`config.mk`:
```
export PLATFORM = sky130hd
export DESIGN_NAME = traffic_light_fsm
export DESIGN_NICKNAME = d
export VERILOG_FILES = /design/src/rtl/traffic_pkg.sv /design/src/rtl/interval_timer.sv /design/src/rtl/traffic_light_fsm.sv
export SDC_FILE = /design/constraint.sdc
export NUM_CORES = 1
export LEC_CHECK = 0
export CAP_MARGIN = 0
export CORE_AREA = 3 3 40 42
export CTS_CLUSTER_DIAMETER = 60
export DETAILED_ROUTE_END_ITERATION = 8
export DIE_AREA = 0 0 43 45
export PLACE_DENSITY = 0.7
export SYNTH_ARGS = -nofsm -noshare
export SYNTH_HDL_FRONTEND = slang
export SYNTH_SLANG_ARGS = --single-unit
```
`constraint.sdc`:
```
create_clock -name clk -period 1.7 [get_ports clk]
set_input_delay 0.34 -clock clk [delete_from_list [all_inputs] [get_ports clk]]
set_output_delay 0.34 -clock clk [all_outputs]
set_load 0.05 [all_outputs]
```
`src/rtl/traffic_pkg.sv`:
```
// Shared types and constants for the intersection controller: state encoding,
// lamp encodings and default interval lengths.
package traffic_pkg;

    localparam int T_BASE_DEF  = 6;
    localparam int T_EXT_DEF   = 3;
    localparam int T_YEL_DEF   = 2;
    localparam int TIMER_W_DEF = 4;

    localparam logic [2:0] LAMP_RED = 3'b100;
    localparam logic [2:0] LAMP_YEL = 3'b010;
    localparam logic [2:0] LAMP_GRN = 3'b001;

    typedef enum logic [2:0] {
        MG   = 3'd0,
        MY   = 3'd1,
        WALK = 3'd2,
        SG   = 3'd3,
        SGX  = 3'd4,
        SY   = 3'd5
    } state_e;

    typedef struct packed {
        logic [2:0] main_lamp;
        logic [2:0] side_lamp;
        logic       walk;
    } lamps_t;

    // Pure decode of a state: exactly one lamp per street set is lit.
    function automatic lamps_t lamps_of(state_e st);
        lamps_t l;
        l = '{main_lamp: LAMP_RED, side_lamp: LAMP_RED, walk: 1'b0};
        case (st)
            MG:      l.main_lamp = LAMP_GRN;
            MY:      l.main_lamp = LAMP_YEL;
            WALK:    l.walk      = 1'b1;
            SG, SGX: l.side_lamp = LAMP_GRN;
            SY:      l.side_lamp = LAMP_YEL;
            default: l.main_lamp = LAMP_GRN;
        endcase
        return l;
    endfunction

endpackage

```
`src/rtl/interval_timer.sv`:
```
// Down-counting interval timer advanced by the 1 Hz Tick enable; Expired is count==0.
// Start loads Interval and swallows a coincident Tick; the count saturates at zero.
module interval_timer
    import traffic_pkg::*;
#(
    parameter int TIMER_W   = TIMER_W_DEF,
    parameter int RESET_VAL = T_BASE_DEF
) (
    input  logic               clk,
    input  logic               Reset,
    input  logic               Tick,
    input  logic               Start,
    input  logic [TIMER_W-1:0] Interval,
    output logic               Expired
);

    localparam logic [TIMER_W-1:0] RST_CNT = TIMER_W'(RESET_VAL);

    logic [TIMER_W-1:0] count_q;
    logic [TIMER_W-1:0] count_d;

    always_comb begin
        count_d = count_q;
        if (Start) begin
            count_d = Interval;
        end else if (Tick && (count_q != '0)) begin
            count_d = count_q - 1'b1;
        end
    end

    always_ff @(posedge clk) begin
        if (Reset) begin
            count_q <= RST_CNT;
        end else begin
            count_q <= count_d;
        end
    end

    assign Expired = (count_q == '0);

    // Without a load the count may only hold or step down; it never wraps.
    a_no_wrap: assert property (@(posedge clk) disable iff (Reset)
        !Start |=> (count_q <= $past(count_q)));

endmodule

```
`src/rtl/traffic_light_fsm.sv`:
```
// Intersection sequencer: main/side/walk lamps driven from the state register,
// state advances one clk after the interval timer reaches zero; no backpressure.
module traffic_light_fsm
    import traffic_pkg::*;
#(
    parameter int T_BASE  = T_BASE_DEF,
    parameter int T_EXT   = T_EXT_DEF,
    parameter int T_YEL   = T_YEL_DEF,
    parameter int TIMER_W = TIMER_W_DEF
) (
    input  logic       clk,
    input  logic       Reset,
    input  logic       Tick,
    input  logic       Sensor_Sync,
    input  logic       WR,
    output logic       WR_Reset,
    output logic [2:0] Main_Lights,
    output logic [2:0] Side_Lights,
    output logic       Walk_Lamp
);

    localparam logic [TIMER_W-1:0] IV_BASE = TIMER_W'(T_BASE);
    localparam logic [TIMER_W-1:0] IV_EXT  = TIMER_W'(T_EXT);
    localparam logic [TIMER_W-1:0] IV_YEL  = TIMER_W'(T_YEL);

    state_e             state_q;
    state_e             state_d;
    logic               start;
    logic               expired;
    logic [TIMER_W-1:0] interval;
    logic               wr_reset_q;
    logic               wr_reset_d;
    lamps_t             lamps;

    // Inputs are only consulted on the expiry cycle; every expiry reloads the
    // timer, including the MG re-arm where the state does not change.
    always_comb begin
        state_d = state_q;
        start   = 1'b0;
        if (expired) begin
            start = 1'b1;
            unique case (state_q)
                MG:      state_d = (Sensor_Sync || WR) ? MY : MG;
                MY:      state_d = WR ? WALK : SG;
                WALK:    state_d = Sensor_Sync ? SG : MG;
                SG:      state_d = Sensor_Sync ? SGX : SY;
                SGX:     state_d = SY;
                SY:      state_d = MG;
                default: state_d = MG;
            endcase
        end
    end

    always_comb begin
        interval = IV_BASE;
        unique case (state_d)
            MG, SG:    interval = IV_BASE;
            MY, SY:    interval = IV_YEL;
            WALK, SGX: interval = IV_EXT;
            default:   interval = IV_BASE;
        endcase
    end

    assign wr_reset_d = (state_d == WALK) && (state_q != WALK);

    always_ff @(posedge clk) begin
        if (Reset) begin
            state_q    <= MG;
            wr_reset_q <= 1'b0;
        end else begin
            state_q    <= state_d;
            wr_reset_q <= wr_reset_d;
        end
    end

    interval_timer #(
        .TIMER_W   (TIMER_W),
        .RESET_VAL (T_BASE)
    ) u_timer (
        .clk      (clk),
        .Reset    (Reset),
        .Tick     (Tick),
        .Start    (start),
        .Interval (interval),
        .Expired  (expired)
    );

    assign lamps       = lamps_of(state_q);
    assign Main_Lights = lamps.main_lamp;
    assign Side_Lights = lamps.side_lamp;
    assign Walk_Lamp   = lamps.walk;
    assign WR_Reset    = wr_reset_q;

    a_lamps_onehot: assert property (@(posedge clk) disable iff (Reset)
        $onehot(Main_Lights) && $onehot(Side_Lights));

    a_wr_reset_pulse: assert property (@(posedge clk)
        WR_Reset |=> !WR_Reset);

endmodule

```
==> metrics.md <==
| Metric | Value |
|---|---|
| Worst Path Max Fanout | `5` |
| First-pass GRT wire length | `2.02 mm` |
| Syn-to-layout area delta | `52.0%` |
| Fin crit share | `0.960` |
| Share of layout cells above drive strength 1 | `0.385` |
| Tightest Hold Check Type | `reg -> reg` |
| Max_cap viols | `0` |
| Root buf cell | `clkbuf_4` |
| Sequential area share after synthesis | `0.318` |
| PortBufs | `12` |
| Post-route worst setup slack | `0.0681 ns` |
| Dpl hpwl | `871 µm` |
| ANT cells | `0` |
| Final Max Tran Viols | `0` |
| Worst EP arrival | `1.78 ns` |
| # rows | `13` |
| Synthesized area per cell | `8.25 µm²` |
| #FFs+latches synth | `8` |
| Max-slew headroom | `0.824` |
| Core area | `1280 µm²` |
| Initial Util | `0.391` |
| DRT iter0 DRCs | `17` |
| Total track usage | `0.140` |
| CP Capture Type | `flip-flop` |
| Family with the most delay on the worst path | `simple AND/OR/NAND/NOR gates` |
| Vias in the first global route | `461` |
| VDD IR max | `0.473 mV` |
| Worst-path cell chain | `inv_1, ha_1, nor3b_4, buf_4, or3_2, a21o_1` |
| Max Clk Rate | `613 MHz` |
| Fin Clk Skew | `0.000289 ns` |
| PD cells | `590 nW/µm²` |
| Synth cell types | `31` |
| Endpoints failing hold | `0` |
| CP required | `1.85 ns` |
| GRT overflow | `0` |
| CP startpoint kind | `flip-flop` |
| Vias/cell | `5.68` |
| Worst path max stage delay | `0.41 ns` |
| Synthesized area | `503 µm²` |
| Post-route ant nets | `0` |
| Worst slack at placement | `-0.0226 ns` |
| WS Path Type | `reg -> reg` |
| Maximum clock path buffer count | `2` |
| # IOs | `13` |
| Slowest CP cell | `or3_2` |
| DRC viols | `0` |
| Minimum clock period | `1.63 ns` |
| Post-synthesis cell count | `61` |
| Bufs and invs on worst path | `2` |
| Post-layout net count | `86` |
| Initial antenna violation count | `0` |
| Largest net degree at the start of global routing | `15` |
| WL/cell | `12.5 µm` |
| Vias | `528` |
| CTS Buf Count | `3` |
| Die Area | `1940 µm²` |
| Final Power | `0.451 mW` |
| Worst-Skew Late Latency | `0.25 ns` |
| Endpoints failing setup | `0` |
| Leakage power | `0.308 nW` |
| Syn_nets | `67` |
| Clock slew at reported path FFs | `0.05 ns` |
| CTS tree | `done` |
| Initial DRT Pass Iterations | `4` |
| Die span in x | `43 µm` |
| Ys Warns | `0` |
| Clock sinks | `8` |
| Final WL | `1.16 mm` |
| Routability cong. | `0.720` |
| Status | `finished clean` |
| Die Span Y | `45 µm` |
| Slew @ Worst Pin | `0.263 ns` |
| H-tree levels | `1` |
[stage by stage]
step | util | hold WS, ns | std cells | instance area, µm² | setup TNS, ns
4_1_cts | 0.581 | 0.577 | 92 | 747 | 0
3_3_place_gp | 0.562 | 0.553 | 89 | 722 | 0
3_5_place_dp | 0.562 | 0.563 | 89 | 722 | -0.0226
6_report | 0.595 | 0.581 | 93 | 764 | 0
5_1_grt | 0.595 | 0.594 | 93 | 764 | -0.00207
2_1_floorplan | - | 0.412 | 61 | 514 | -0.190
[kinds of logic (layout without fill, tap and decap cells)]
family                     Yosys count  in the layout  synth area share
buffers and inverters                5             22            0.0398
and+or+nand+nor                     29             29             0.331
adders and majority gates            1              1            0.0249
xor gates and xnor gates             2              2            0.0348
DFF                                  8              8             0.318
muxes                                2              2            0.0423
AOI/OAI and AO/OA                   14             14             0.209
[state kept, by name, indices dropped and copies added, names as in the netlist]
name and cells:
u_timer.count_q 4, state_q 3, WR_Reset 1
[area by class of cell]
type                            count  area [µm²]
Sequential cell                     8         165
Clock buffer                        3        22.5
Inverter                            3        11.3
Tap cell                           15        18.8
Multi-Input combinational cell     48         342
Fill cell                         117         520
Timing Repair Buffer               16         205
[report_power, final]
group	switching (mW)	internal [mW]	total, mW
clock	0.0620	0.0806	0.143
combinational	0.0490	0.0497	0.0987
sequential	0.0117	0.198	0.209
[worst paths after layout]
path	startpoint	end	slack (ns)	cells after the start
max	u_timer.count_q[0]	u_timer.count_q[1]	0.07	6
min	u_timer.count_q[1]	u_timer.count_q[1]	0.58	2
max reg2reg	u_timer.count_q[0]	u_timer.count_q[1]	0.07	6
min reg2reg	u_timer.count_q[1]	u_timer.count_q[1]	0.58	2
[synthesized netlist by cell type (all sizes together)]
cell,n,area share
a211o,1,0.017
a21o,1,0.015
a21oi,2,0.020
a22oi,2,0.040
a2bb2oi,1,0.017
and2,1,0.012
buf,2,0.017
dfxtp,8,0.32
ha,1,0.025
inv,3,0.022
mux2,1,0.022
mux2i,1,0.020
nand2,4,0.030
nand2b,1,0.012
nor2,9,0.067
nor2b,3,0.037
nor3,4,0.040
nor3b,2,0.052
nor4,1,0.012
o211a,1,0.020
o211ai,2,0.030
o21ai,3,0.030
o311a,1,0.020
or3,1,0.015
or3b,1,0.017
or4,1,0.015
or4b,1,0.020
xor2,2,0.035
[worst register-to-register path: cells and delay by family (launching register included)]
| family | cells | cell delay (ns) |
|---|---|---|
| AOI/OAI and AO/OA | 1 | 0.16 |
| adders and majority gates | 1 | 0.24 |
| buffers and inverters | 2 | 0.20 |
| DFF | 1 | 0.34 |
| and+or+nand+nor | 2 | 0.59 |
[repair_timing]
action,in CTS,in global routing
hold endpoints to repair,0,0
resized for setup,2,5
hold buffers,0,0
setup buffers,0,1
endpoints found under the setup margin,2,4
[layer usage]
layer,GRT usage,vias up,wire [µm]
met4,0.0181,0,0
li1,-,257,-
met2,0.216,17,572
met3,0.0757,0,80
met1,0.180,254,508
met5,0,-,0
[cells in the final DEF (no fill, tap or decap), types with 2 or more instances in the layout]
cell	count
a21oi_1	2
buf_12	6
buf_4	6
clkbuf_4	3
clkdlybuf4s50_1	4
dfxtp_1	4
dfxtp_2	4
inv_1	3
nand2_1	4
nor2_1	7
nor2_2	2
nor2b_1	2
nor3_1	4
o211ai_1	2
o21ai_0	2
xor2_1	2
Power figures use the tool's default switching activity.
